`src/rtl/weight_mem_loader_pkg.sv`:
```
// Shared constants, state encoding and sizing helper for the weight memory loader.
package weight_mem_loader_pkg;

    localparam int MEMORY_WIDTH_DEF = 72;
    localparam int IN_WIDTH_DEF     = 8;
    localparam int ADDRS_WIDTH_DEF  = 8;

    localparam int BEATS      = MEMORY_WIDTH_DEF / IN_WIDTH_DEF;
    localparam int BEAT_CNT_W = (BEATS > 1) ? $clog2(BEATS) : 1;

    typedef enum logic [1:0] {
        IDLE    = 2'd0,
        COLLECT = 2'd1,
        WRITE   = 2'd2,
        DONE    = 2'd3
    } state_t;

    // Counter width for an arbitrary beat count; never narrower than one bit.
    function automatic int beat_cnt_width(input int beats);
        return (beats > 1) ? $clog2(beats) : 1;
    endfunction

endpackage

```
`src/rtl/weight_mem_loader_word_packer.sv`:
```
// Beat counter plus assembly register: packs BEATS narrow beats into one word, LSB beat first.
module word_packer #(
    parameter int IN_WIDTH = 8,
    parameter int BEATS    = 9,
    parameter int CNT_W    = 4
) (
    input  logic                      clk_i,
    input  logic                      rst_i,
    input  logic                      clear_i,
    input  logic                      load_i,
    input  logic [IN_WIDTH-1:0]       data_i,
    output logic                      full_o,
    output logic [IN_WIDTH*BEATS-1:0] word_o
);

    localparam logic [CNT_W-1:0] LAST_BEAT = CNT_W'(BEATS - 1);

    logic [CNT_W-1:0]          cnt_q, cnt_d;
    logic [IN_WIDTH*BEATS-1:0] word_q, word_d;

    assign full_o = load_i && (cnt_q == LAST_BEAT);
    // The word presented includes the beat being accepted this cycle.
    assign word_o = word_d;

    generate
        for (genvar gi = 0; gi < BEATS; gi++) begin : g_lane
            assign word_d[gi*IN_WIDTH +: IN_WIDTH] =
                (load_i && (cnt_q == CNT_W'(gi))) ? data_i : word_q[gi*IN_WIDTH +: IN_WIDTH];
        end
    endgenerate

    always_comb begin
        cnt_d = cnt_q;
        if (clear_i) begin
            cnt_d = '0;
        end else if (load_i) begin
            cnt_d = (cnt_q == LAST_BEAT) ? '0 : cnt_q + CNT_W'(1);
        end
    end

    always_ff @(posedge clk_i) begin
        if (rst_i) begin
            cnt_q  <= '0;
            word_q <= '0;
        end else begin
            cnt_q  <= cnt_d;
            word_q <= word_d;
        end
    end

endmodule

```
`src/rtl/weight_mem_loader.sv`:
```
// Packs a narrow weight stream into memory words and writes them at consecutive addresses.
module weight_mem_loader
    import weight_mem_loader_pkg::*;
#(
    parameter int MEMORY_WIDTH = MEMORY_WIDTH_DEF,
    parameter int ADDRS_WIDTH  = ADDRS_WIDTH_DEF,
    parameter int IN_WIDTH     = IN_WIDTH_DEF
) (
    input  logic                    clk_i,
    input  logic                    rst_i,
    input  logic                    start_i,
    input  logic [ADDRS_WIDTH-1:0]  base_addrs_i,
    input  logic [ADDRS_WIDTH:0]    num_words_i,
    input  logic [IN_WIDTH-1:0]     in_data_i,
    input  logic                    in_valid_i,
    output logic                    in_ready_o,
    output logic [MEMORY_WIDTH-1:0] mem2_data_o,
    output logic [ADDRS_WIDTH-1:0]  wr_addrs_mem2_o,
    output logic                    wr_mem2_ld_o,
    output logic                    busy_o,
    output logic                    done_o
);

    localparam int NUM_BEATS = MEMORY_WIDTH / IN_WIDTH;
    localparam int CNT_W     = beat_cnt_width(NUM_BEATS);

    if ((MEMORY_WIDTH % IN_WIDTH) != 0) begin : g_bad_width
        $error("MEMORY_WIDTH must be an integer multiple of IN_WIDTH");
    end

    state_t                  state_q, state_d;
    logic [ADDRS_WIDTH-1:0]  addr_q, addr_d;
    logic [ADDRS_WIDTH:0]    num_q, num_d;
    logic [ADDRS_WIDTH:0]    wcnt_q, wcnt_d;
    logic                    in_ready_q, in_ready_d;
    logic                    busy_q, busy_d;
    logic                    done_q, done_d;
    logic                    wr_ld_q, wr_ld_d;
    logic [MEMORY_WIDTH-1:0] mem_data_q, mem_data_d;
    logic [ADDRS_WIDTH-1:0]  wr_addr_q, wr_addr_d;

    logic                    beat_acc;
    logic                    pk_clear;
    logic                    pk_full;
    logic [MEMORY_WIDTH-1:0] pk_word;

    // in_ready_q is only ever high in COLLECT, so this also gates acceptance by state.
    assign beat_acc = in_valid_i && in_ready_q;

    word_packer #(
        .IN_WIDTH (IN_WIDTH),
        .BEATS    (NUM_BEATS),
        .CNT_W    (CNT_W)
    ) u_packer (
        .clk_i   (clk_i),
        .rst_i   (rst_i),
        .clear_i (pk_clear),
        .load_i  (beat_acc),
        .data_i  (in_data_i),
        .full_o  (pk_full),
        .word_o  (pk_word)
    );

    always_comb begin
        state_d    = state_q;
        addr_d     = addr_q;
        num_d      = num_q;
        wcnt_d     = wcnt_q;
        in_ready_d = in_ready_q;
        busy_d     = busy_q;
        done_d     = 1'b0;
        wr_ld_d    = 1'b0;
        mem_data_d = mem_data_q;
        wr_addr_d  = wr_addr_q;
        pk_clear   = 1'b0;

        case (state_q)
            IDLE: begin
                if (start_i) begin
                    addr_d   = base_addrs_i;
                    num_d    = num_words_i;
                    wcnt_d   = '0;
                    pk_clear = 1'b1;
                    if (num_words_i == '0) begin
                        state_d = DONE;
                        done_d  = 1'b1;
                        busy_d  = 1'b0;
                    end else begin
                        state_d    = COLLECT;
                        in_ready_d = 1'b1;
                        busy_d     = 1'b1;
                    end
                end
            end
            COLLECT: begin
                if (pk_full) begin
                    state_d    = WRITE;
                    in_ready_d = 1'b0;
                    wr_ld_d    = 1'b1;
                    mem_data_d = pk_word;
                    wr_addr_d  = addr_q;
                end
            end
            WRITE: begin
                addr_d = addr_q + ADDRS_WIDTH'(1);
                wcnt_d = wcnt_q + (ADDRS_WIDTH+1)'(1);
                if ((wcnt_q + (ADDRS_WIDTH+1)'(1)) == num_q) begin
                    state_d = DONE;
                    done_d  = 1'b1;
                    busy_d  = 1'b0;
                end else begin
                    state_d    = COLLECT;
                    in_ready_d = 1'b1;
                    pk_clear   = 1'b1;
                end
            end
            DONE: begin
                state_d = IDLE;
            end
            default: begin
                state_d = IDLE;
            end
        endcase
    end

    always_ff @(posedge clk_i) begin
        if (rst_i) begin
            state_q    <= IDLE;
            addr_q     <= '0;
            num_q      <= '0;
            wcnt_q     <= '0;
            in_ready_q <= 1'b0;
            busy_q     <= 1'b0;
            done_q     <= 1'b0;
            wr_ld_q    <= 1'b0;
            mem_data_q <= '0;
            wr_addr_q  <= '0;
        end else begin
            state_q    <= state_d;
            addr_q     <= addr_d;
            num_q      <= num_d;
            wcnt_q     <= wcnt_d;
            in_ready_q <= in_ready_d;
            busy_q     <= busy_d;
            done_q     <= done_d;
            wr_ld_q    <= wr_ld_d;
            mem_data_q <= mem_data_d;
            wr_addr_q  <= wr_addr_d;
        end
    end

    assign in_ready_o      = in_ready_q;
    assign busy_o          = busy_q;
    assign done_o          = done_q;
    assign wr_mem2_ld_o    = wr_ld_q;
    assign mem2_data_o     = mem_data_q;
    assign wr_addrs_mem2_o = wr_addr_q;

endmodule

```
`config.mk`:
```
export PLATFORM = sky130hd
export DESIGN_NAME = weight_mem_loader
export DESIGN_NICKNAME = d
export VERILOG_FILES = /design/src/rtl/weight_mem_loader_pkg.sv /design/src/rtl/weight_mem_loader_word_packer.sv /design/src/rtl/weight_mem_loader.sv
export SDC_FILE = /design/constraint.sdc
export NUM_CORES = 1
export LEC_CHECK = 0
export CAP_MARGIN = 10
export CORE_ASPECT_RATIO = 1.5
export CORE_UTILIZATION = 48
export CTS_CLUSTER_DIAMETER = 30
export DETAILED_ROUTE_END_ITERATION = 8
export PLACE_DENSITY = 0.84
export SYNTH_ARGS = -nofsm -noshare
export SYNTH_HDL_FRONTEND = slang
export SYNTH_SLANG_ARGS = --single-unit
```
`constraint.sdc`:
```
create_clock -name clk_i -period 2.2 [get_ports clk_i]
set_clock_uncertainty 0.05 [all_clocks]
set_input_delay 0.44 -clock clk_i [delete_from_list [all_inputs] [get_ports clk_i]]
set_output_delay 0.44 -clock clk_i [all_outputs]
set_load 0.05 [all_outputs]
```
# Word-level counts from Yosys, hierarchy flattened
# Index checks and enable logic that the tools add are counted.
[word_totals] input_bits=29 regBits=188 elab_cells=92 output_inout_bits=84
[classes] n_addsub=3 n_reduce_logical=23 n_eq_ne=17 bitwise_logic=1 n_mux=36
[op_table] operator="two-way mux 8 bit" n=10
[op_table] operator="one-hot mux 9 bit (2 select lines)" n=1
[op_table] operator="== test 4 x 3 -> 1 bit, second input constant" n=4
[op_table] operator="one-hot mux 8 bit (2 select lines)" n=1
[op_table] operator="two-way mux 1 bit" n=13
[op_table] operator="logical AND 1 bit" n=10
[op_table] operator="inequality test 2 bit, second input constant" n=5
[op_table] operator="adder 9 x 1 -> 9 bit, second input constant" n=1
[op_table] operator="== test 9 bit" n=1
[op_table] operator="zero test 9 bit" n=1
[op_table] operator="two-way mux 9 bit" n=1
[op_table] operator="adder 8 x 1 -> 8 bit, second input constant" n=1
[op_table] operator="== test 4 x 2 -> 1 bit, second input constant" n=2
[op_table] operator="two-way mux 2 bit" n=4
[op_table] operator="one-hot mux 2 bit (4 select lines)" n=1
[op_table] operator="AND reduction 2 bit" n=4
[op_table] operator="one-hot mux 1 bit (2 select lines)" n=3
[op_table] operator="AND reduction 5 bit" n=1
[op_table] operator="adder 4 x 1 -> 4 bit, second input constant" n=1
[op_table] operator="== test 2 bit, second input constant" n=2
[op_table] operator="== test 4 x 1 -> 1 bit, second input constant" n=1
[op_table] operator="== test 4 bit, second input constant" n=1
[op_table] operator="zero test 4 bit" n=1
[op_table] operator="two-way mux 4 bit" n=1
[op_table] operator="8 further kinds" n=9

# Depth between registers and ports, before layout
# Gate-level depths: netlist of the first run.
[depth] word_depth=5 depth_mapped=9 mapped_depth_nobuf=7

# Cells and area by module
# A second synthesis of the first run with hierarchy kept.
[hier_totals] hier_cells=830 area_unflattened_um2=7802.5
[modules_own_cells] module="weight_mem_loader" cells_per_inst=567 seq_area_each_um2=2242.2 area_per_inst_um2=4413.0 instances=1
[modules_own_cells] module="word_packer" cells_per_inst=263 seq_area_each_um2=1521.5 area_per_inst_um2=3389.5 instances=1

# Least setup slack after synthesis of the first run
# Ideal clock, no wire load.
[synth_timing] path_kind="flip-flop to flip-flop" startpoint="register in_ready_q, in the netlist in_ready_o" endpoint="register mem_data_q[32], in the netlist mem2_data_o[32]" setup_time_ns=0.086 synth_period_minus_slack_ns=2.180 stages_incl_launch_ff=6 n_path_buf=0 required_time_ns=2.064 setup_slack_ns=0.020 arrival_ns=2.045 cell_sequence="dfxtp_1 -> nand2_2 -> nor3b_1 -> nand2_2 -> mux2i_1 -> a211oi_1"
[synth_via] elab_chain_cells=3 word_cells_on_any_way=5 classes_between="mux (1); reduce/logical (4)"
[synth_rtl] element="start, declared" line="weight_mem_loader.sv:35" source="logic in_ready_q, in_ready_d;"
[synth_rtl] element="start signal, assigned" line="weight_mem_loader.sv:143" source="in_ready_q <= in_ready_d;"
[synth_rtl] element="logical AND 1 bit *" line="weight_mem_loader.sv:48" source="assign beat_acc = in_valid_i && in_ready_q;"
[synth_rtl] element="logical AND 1 bit, on equally long branches" line="weight_mem_loader_word_packer.sv:28, weight_mem_loader_word_packer.sv:21"
[synth_rtl] element="two-way mux 8 bit / AND reduction 2 bit (equally long branches)"
[synth_rtl] element="end signal, assigned" line="weight_mem_loader.sv:147" source="mem_data_q <= mem_data_d;"
[synth_rtl] element="end, declared" line="weight_mem_loader.sv:39" source="logic [MEMORY_WIDTH-1:0] mem_data_q, mem_data_d;"
# Every way passes the cells marked *; elsewhere a longest branch is shown, timed or not.
# A chain may end at the register's enable or synchronous reset.

# Worst setup path after layout of the first run
[layout_timing] startpoint="register mem_data_q[23], in the netlist mem2_data_o[23]" endpoint="output mem2_data_o[23]"
[layout_lines] element="end, declared" line="weight_mem_loader.sv:17" source="output logic [MEMORY_WIDTH-1:0] mem2_data_o,"
# No word-level cell between the ends.

==> results of run 1 <==
==> path summary, 6_finish.rpt <==
path,from,end,slack [ns],depth (start not counted)
setup / recovery,mem2_data_o[23],mem2_data_o[23],0.08,1
hold / removal,rst_i,state_q[1],0.23,2
setup reg to reg,wcnt_q[3],busy_o,0.13,5
hold reg to reg,wr_addrs_mem2_o[1],wr_addrs_mem2_o[1],0.40,2
==> cell type report <==
type	instances	share of cell area, %
sequential	180	39.93
multi-input combinational	501	33.32
timing repair buffer	150	17.22
clock buffer	18	4.867
tap	192	2.662
clock inverter	14	1.830
inverter	4	0.1664
==> flip-flops by register name, indices dropped and copies added (netlist names) <==
name	count
wcnt_q	9
wr_addrs_mem2_o	8
state_q	2
done_o	1
wr_mem2_ld_o	1
u_packer.cnt_q	4
mem2_data_o	72
in_ready_o	1
addr_q	8
num_q	9
busy_o	1
u_packer.word_q	64
==> per-stage QoR <==
step / setup TNS [ns] / instances / area (um2)
global route: 0 / 1059 / 9024
CTS: 0 / 1059 / 9024
detailed placement: -0.08595 / 1027 / 8419
finish: 0 / 1059 / 9024
floorplan: 0 / 743 / 6872
global placement: 0 / 1027 / 8419
==> metal layers <==
layer | vias to the layer above | wire length [um]
li1 | 2807 | -
met1 | 2682 | 6899
met2 | 166 | 8602
met3 | 31 | 739
met4 | 0 | 387
met5 | - | 0
==> power by group <==
group          internal [W]  switching [W]
Combinational      0.000142       0.000192
Clock               0.00174        0.00135
Sequential          0.00329      0.0000313
Total               0.00518        0.00157
==> cell usage in the layout (no fill, tap or decap), drive strengths merged, types with 2 or more instances in the layout <==
cell,instances
clkbuf,18
nand3,6
o22ai,2
bufinv,2
xor2,5
a31oi,6
a311oi,2
nor3b,3
a2bb2oi,2
o21ai,16
clkinv,3
a222oi,4
and3,5
dfxtp,180
buf,39
or3,4
ha,6
and2,4
nand2b,2
clkdlybuf4s50,111
mux2i,67
a211oi,66
nor3,8
nand2,72
nor4,6
inv,11
nor2b,4
nand4,6
nor2,150
xnor2,4
a21oi,38
clkinvlp,2
==> cells by family after synthesis <==
family / Yosys count / share of synthesized area (%)
simple gates: 276 / 17.39
flops: 180 / 52.44
compound gates: 142 / 14.00
mux: 67 / 9.760
buf+inv: 62 / 3.842
xor+xnor: 10 / 1.475
fa+ha+maj: 6 / 1.092
==> synth_stat cells (all sizes together), types with 6 or more instances <==
library cell  instances
dfxtp               180
nor2                150
nand2                72
mux2i                67
a211oi               66
clkbuf               39
a21oi                38
buf                  19
o21ai                16
nor3                  8
a31oi                 6
ha                    6
nand3                 6
nand4                 6
nor4                  6
==> impl_metrics.csv, run 1 <==
group,metric,value,unit
pwr,p_per_area,747.6,nW/um2
place,port_buffers,112,
logic_synthesis,syn_nets,778,
floorplan,initial_utilization,49.11,%
clock_tree,clk_pin_slew,0.07,ns
setup_path,cp_num_buf_inv,1,
grt,antenna_found_initial,0,
cells_and_area,fin_nets,889,
routing,wire_per_inst,15.70,um
job,max_cap_violations,0,
grt,grt_usage,23.08,%
routing,drtIter0Drc,261,
timing,rsz0062_at_grt,"false",
logic_synthesis,async_reset_ff_share,0,%
logic_synthesis,seq_area_frac_synth,52.44,%
floorplan,die_h,148.5,um
clock_tree,cts_max_path_buffers,2,
floorplan,fp.dieW,99.69,um
logic_synthesis,synth_warnings,0,
logic_synthesis,synth-seq-cells,180,
timing,slew_violations,0,
routing,routed_wl,16.63,mm
clock_tree,tritoncts,"built",
cells_and_area,multiInputGateArea,3007,um2
setup_path,critical_path_required,1.71,ns
routing,via_per_inst,5.369,
cells_and_area,area_growth,31.32,%
logic_synthesis,synth_top_area_share,52.44,%
setup_path,worstPathArrival,1.63,ns
pwr,p_leak,3.656,nW
min_path,hold_class,"in -> reg",
clock_tree,cts.sinks,180,
routing,dr.pass1.iters,4,
timing,worst_pin_slew,0.5969,ns
timing,max_slew_margin,60.08,%
grt,use_met1,26.94,%
clock_tree,cts-buffers-inserted,17,
grt,met2_usage,41.14,%
routing,vias,5686,
logic_synthesis,synthesis.instances,743,
place,hpwl,11.42,mm
cells_and_area,regArea,3603,um2
grt,overflow,0,
grt,grt_pass1_wl,26.80,mm
pwr,fin_total_pwr,0.006746,W
clock_tree,post_cts.repair.setup_buffers,0,
logic_synthesis,synth_area,6872,um2
timing,setup_viol,0,
place,pre_cts_ws,-0.01885,ns
timing,max_freq,0.4724,GHz
outcome,status,"complete, no violations",
timing,finalHoldViolCount,0,
clock_tree,insertion_delay,0.42,ns
routing,ant_nets,0,
grt,grt-busiest-layer,"met2",
timing,finalCritPeriodShare,96.22,%
logic_synthesis,synth.area.top_cells,"dfxtp_1 52%, mux2i_1 9.8%, nor2_1 8.2%, a211oi_1 7.1%, nand2_1 3.7%",
setup_path,max_stage_delay,0.82,ns
setup_path,crit_chain,"clkdlybuf4s50_1",
floorplan,num_rows,53,
setup_path,cp_max_fo,2,
place,gp_congestion,0.9130,
logic_synthesis,synth_edf_count,0,
cells_and_area,drive_gt1_share,9.573,%
routing,drc,0,
setup_path,crit_family,"buffers and inverters",
logic_synthesis,synth_area_leader_cell,"dfxtp_1",
cells_and_area,nFillCells,1103,
setup_path,crit_type,"reg -> out",
setup_path,critPathLaunchType,"register",
pwr,vdd_ir_drop_max,0.0007333,V
cells_and_area,diodes,0,
grt,grt_pass1_vias,5490,
logic_synthesis,synth_ff_type,"dfxtp_1",
clock_tree,cts_resized,0,
clock_tree,cts_hold_buf,0,
grt,grt_max_degree,83,
timing,fin_hold_ws,0.2265,ns
floorplan,pin_count,113,
grt,met3_usage,4.464,%
timing,fin_ws,0.08315,ns
clock_tree,cts_root_buf,"clkbuf_16",
logic_synthesis,avgSynthCellArea,9.248,um2
setup_path,critPathSlowestCell,"clkdlybuf4s50_1",
floorplan,core,13990,um2
cells_and_area,utilization,64.49,%
clock_tree,htree_levels,4,
timing,period_minus_slack,2.117,ns
logic_synthesis,netlist-cell-type-count,46,
setup_path,endpoint_kind,"output port",
floorplan,dieArea,14810,um2
Note: power is estimated with default switching activity, not from simulation.
==> run 2, diff against run 1 <==
--- a/config.mk
+++ b/config.mk
@@ -5,10 +5,9 @@
 export SDC_FILE = /design/constraint.sdc
 export NUM_CORES = 1
 export LEC_CHECK = 0
-export CAP_MARGIN = 10
 export CORE_ASPECT_RATIO = 1.5
 export CORE_UTILIZATION = 48
-export CTS_CLUSTER_DIAMETER = 30
+export CTS_CLUSTER_DIAMETER = 100
 export DETAILED_ROUTE_END_ITERATION = 8
 export PLACE_DENSITY = 0.84
 export SYNTH_ARGS = -nofsm -noshare
==> results of run 2 <==
Final layout, timing and power as in run 1 (identical DEF).
==> run 3, diff against run 2 <==
--- a/config.mk
+++ b/config.mk
@@ -6,9 +6,11 @@
 export NUM_CORES = 1
 export LEC_CHECK = 0
 export CORE_ASPECT_RATIO = 1.5
+export CORE_MARGIN = 2
 export CORE_UTILIZATION = 48
 export CTS_CLUSTER_DIAMETER = 100
 export DETAILED_ROUTE_END_ITERATION = 8
+export GPL_ROUTABILITY_DRIVEN = 0
 export PLACE_DENSITY = 0.84
 export SYNTH_ARGS = -nofsm -noshare
 export SYNTH_HDL_FRONTEND = slang
==> run 3 against run 2 <==
  * Non-clock buffer count down 2
  * Design area down 0.50%
  * Maximum frequency up 0.11%
  * Wire length up 2.1%
  * Register-to-register slack worse by 0.02 ns
  * Die area up 3.4%
  * Global-route usage down 0.70 points
  * Total power up 0.54%
  * Critical path type unchanged
  * Critical endpoint is now mem2_data_o[30]
  * Largest power group unchanged
==> impl_metrics.csv, run 3 (same netlist as run 1, synthesis figures left out) <==
group,metric,value,unit
cells_and_area,diodes,0,
grt,antenna_found_initial,0,
min_path,min-delay-start,"rst_i",
setup_path,crit_chain,"clkdlybuf4s50_1",
setup_path,critPathSlowestCell,"clkdlybuf4s50_1",
timing,max_slew_margin,60.19,%
pwr,power_frac_comb,5.0,%
timing,fin_ws,0.08539,ns
setup_path,critPathLaunchType,"register",
timing,rsz0062_at_grt,"false",
setup_path,cp_max_fo,2,
floorplan,fp.dieW,101.7,um
routing,dr.pass1.iters,5,
floorplan,num_rows,53,
cells_and_area,area_growth,30.66,%
clock_tree,tritoncts,"built",
place,hpwl,11.07,mm
clock_tree,post_cts.repair.setup_buffers,0,
pwr,p_leak,3.631,nW
clock_tree,cts.sinks,180,
timing,finalHoldViolCount,0,
floorplan,initial_utilization,49.11,%
routing,wire_per_inst,16.06,um
timing,fin_hold_ws,0.3964,ns
min_path,hold_depth,4,
timing,slew_violations,0,
grt,overflow,0,
routing,drtIter0Drc,297,
setup_path,crit_family,"buffers and inverters",
routing,drc,0,
cells_and_area,drive_gt1_share,9.480,%
pwr,p_per_area,755.4,nW/um2
pwr,vdd_ir_drop_max,0.0004678,V
pwr,p_sw_share,23.74,%
setup_path,r2r-start,"wcnt_q[3]",
timing,worst_pin_slew,0.5972,ns
setup_path,r2r_cells,5,
setup_path,rrSetupSlack,0.11,ns
cells_and_area,largest_reg_flops,72,
clock_tree,cts_root_buf,"clkbuf_16",
grt,grt_max_degree,117,
clock_tree,htree_levels,4,
setup_path,max_stage_delay,0.83,ns
pwr,power_frac_seq,49.0,%
routing,ant_nets,0,
cells_and_area,layout_commonest_cell,"dfxtp_1",
pwr,clockPowerShare,46.0,%
place,port_buffers,112,
grt,grt_pass1_wl,26.94,mm
pwr,internal_power,0.005172,W
setup_path,r2r_end,"done_o",
pwr,switchingPower,0.001611,W
routing,routed_wl,16.98,mm
floorplan,dieArea,15310,um2
setup_path,cp_num_buf_inv,1,
cells_and_area,layout_common_cells,"179 x dfxtp_1, 150 x nor2_1, 111 x clkdlybuf4s50_1, 67 x nand2_1, 67 x mux2i_1",
min_path,whs_endpoint,"addr_q[1]",
floorplan,core,13990,um2
setup_path,crit_type,"reg -> out",
timing,max_freq,0.4729,GHz
clock_tree,clk_pin_slew,0.07,ns
timing,period_minus_slack,2.115,ns
grt,grt_usage,22.38,%
place,pre_cts_ws,-0.06619,ns
min_path,hold_class,"in -> reg",
clock_tree,cts_max_path_buffers,2,
setup_path,critical_path_required,1.71,ns
grt,grt_pass1_vias,5364,
outcome,status,"complete, no violations",
floorplan,pin_count,113,
setup_path,worstPathArrival,1.62,ns
routing,vias,5686,
timing,finalCritPeriodShare,96.12,%
routing,via_per_inst,5.379,
setup_path,endpoint_kind,"output port",
timing,setup_viol,0,
cells_and_area,nFillCells,1111,
floorplan,die_h,150.5,um
pwr,fin_total_pwr,0.006783,W
clock_tree,insertion_delay,0.42,ns
clock_tree,cts-buffers-inserted,17,
cells_and_area,fin_nets,887,
job,max_cap_violations,0,
==> run 3: cell types whose count changed in the layout (fill, tap and decap cells not counted), moves of 2 or more <==
cell	previous run	this run
clkinv_8	0	2
clkinv_2	2	0
buf_12	12	8
buf_4	27	29
==> run 3: layout make-up <==
type	count	area (um2)	share of cell area [%]
clock buffers	18	429.2	4.780
multi-input cells	501	3012	33.54
inverters	4	15.01	0.1672
repair buffers	148	1489	16.58
flip-flops and latches	180	3605	40.15
clock inverters	14	188.9	2.104
well taps	192	240.2	2.676
==> run 3: through the flow <==
stage	area [um2]	utilization [%]	setup TNS (ns)	cells
2_1_floorplan	6872	-	0	743
3_3_place_gp	8354	59.71	0	1025
3_5_place_dp	8354	59.71	-0.3386	1025
4_1_cts	8972	64.12	0	1057
5_1_grt	8979	64.17	0	1057
6_report	8979	64.17	0	1057
==> run 3: worst max path at each step <==
stage	end	slack [ns]	depth (start not counted)	start
finish	mem2_data_o[30]	0.09	1	mem2_data_o[30]
global route	done_o	0.002	5	wcnt_q[3]
CTS	mem2_data_o[30]	0.05	1	mem2_data_o[30]
detailed placement	mem2_data_o[63]	-0.07	7	in_valid_i
global placement	addr_q[4]	0.03	6	start_i
floorplan	mem2_data_o[32]	0.02	5	in_ready_o
==> run 3: what timing repair did <==
item | 4_1_cts | 5_1_grt
endpoints found under the hold margin | 0 | 0
hold buffers | 0 | 0
gates resized for setup | 0 | 2
endpoints found under the setup margin | 0 | 3
==> run 3: power groups by stage <==
stage / clock (W) / sequential [W] / combinational (W)
after floorplan: 0 / 0.00340 / 0.000181
after global placement: 0 / 0.00340 / 0.000330
after detailed placement: 0 / 0.00340 / 0.000334
after CTS: 0.00316 / 0.00332 / 0.000338
after global routing: 0.00331 / 0.00333 / 0.000366
final: 0.00312 / 0.00332 / 0.000339
==> run 3: layer usage <==
layer  vias to the layer above  wire (um)  track usage (%)  part of all wire (%)
met2                       149       8841            39.34                    52
met5                         -          0                0                     0
met4                         0        323            7.905                   1.9
met3                        24        709            3.714                   4.2
met1                      2697       7104            27.20                    42
li1                       2816          -                -                     -
==> run 3: worst min-delay path: stages <==
cell and delay (ns):
buf_4 0.12, inv_1 0.10, o21ai_0 0.10, nor3_1 0.05
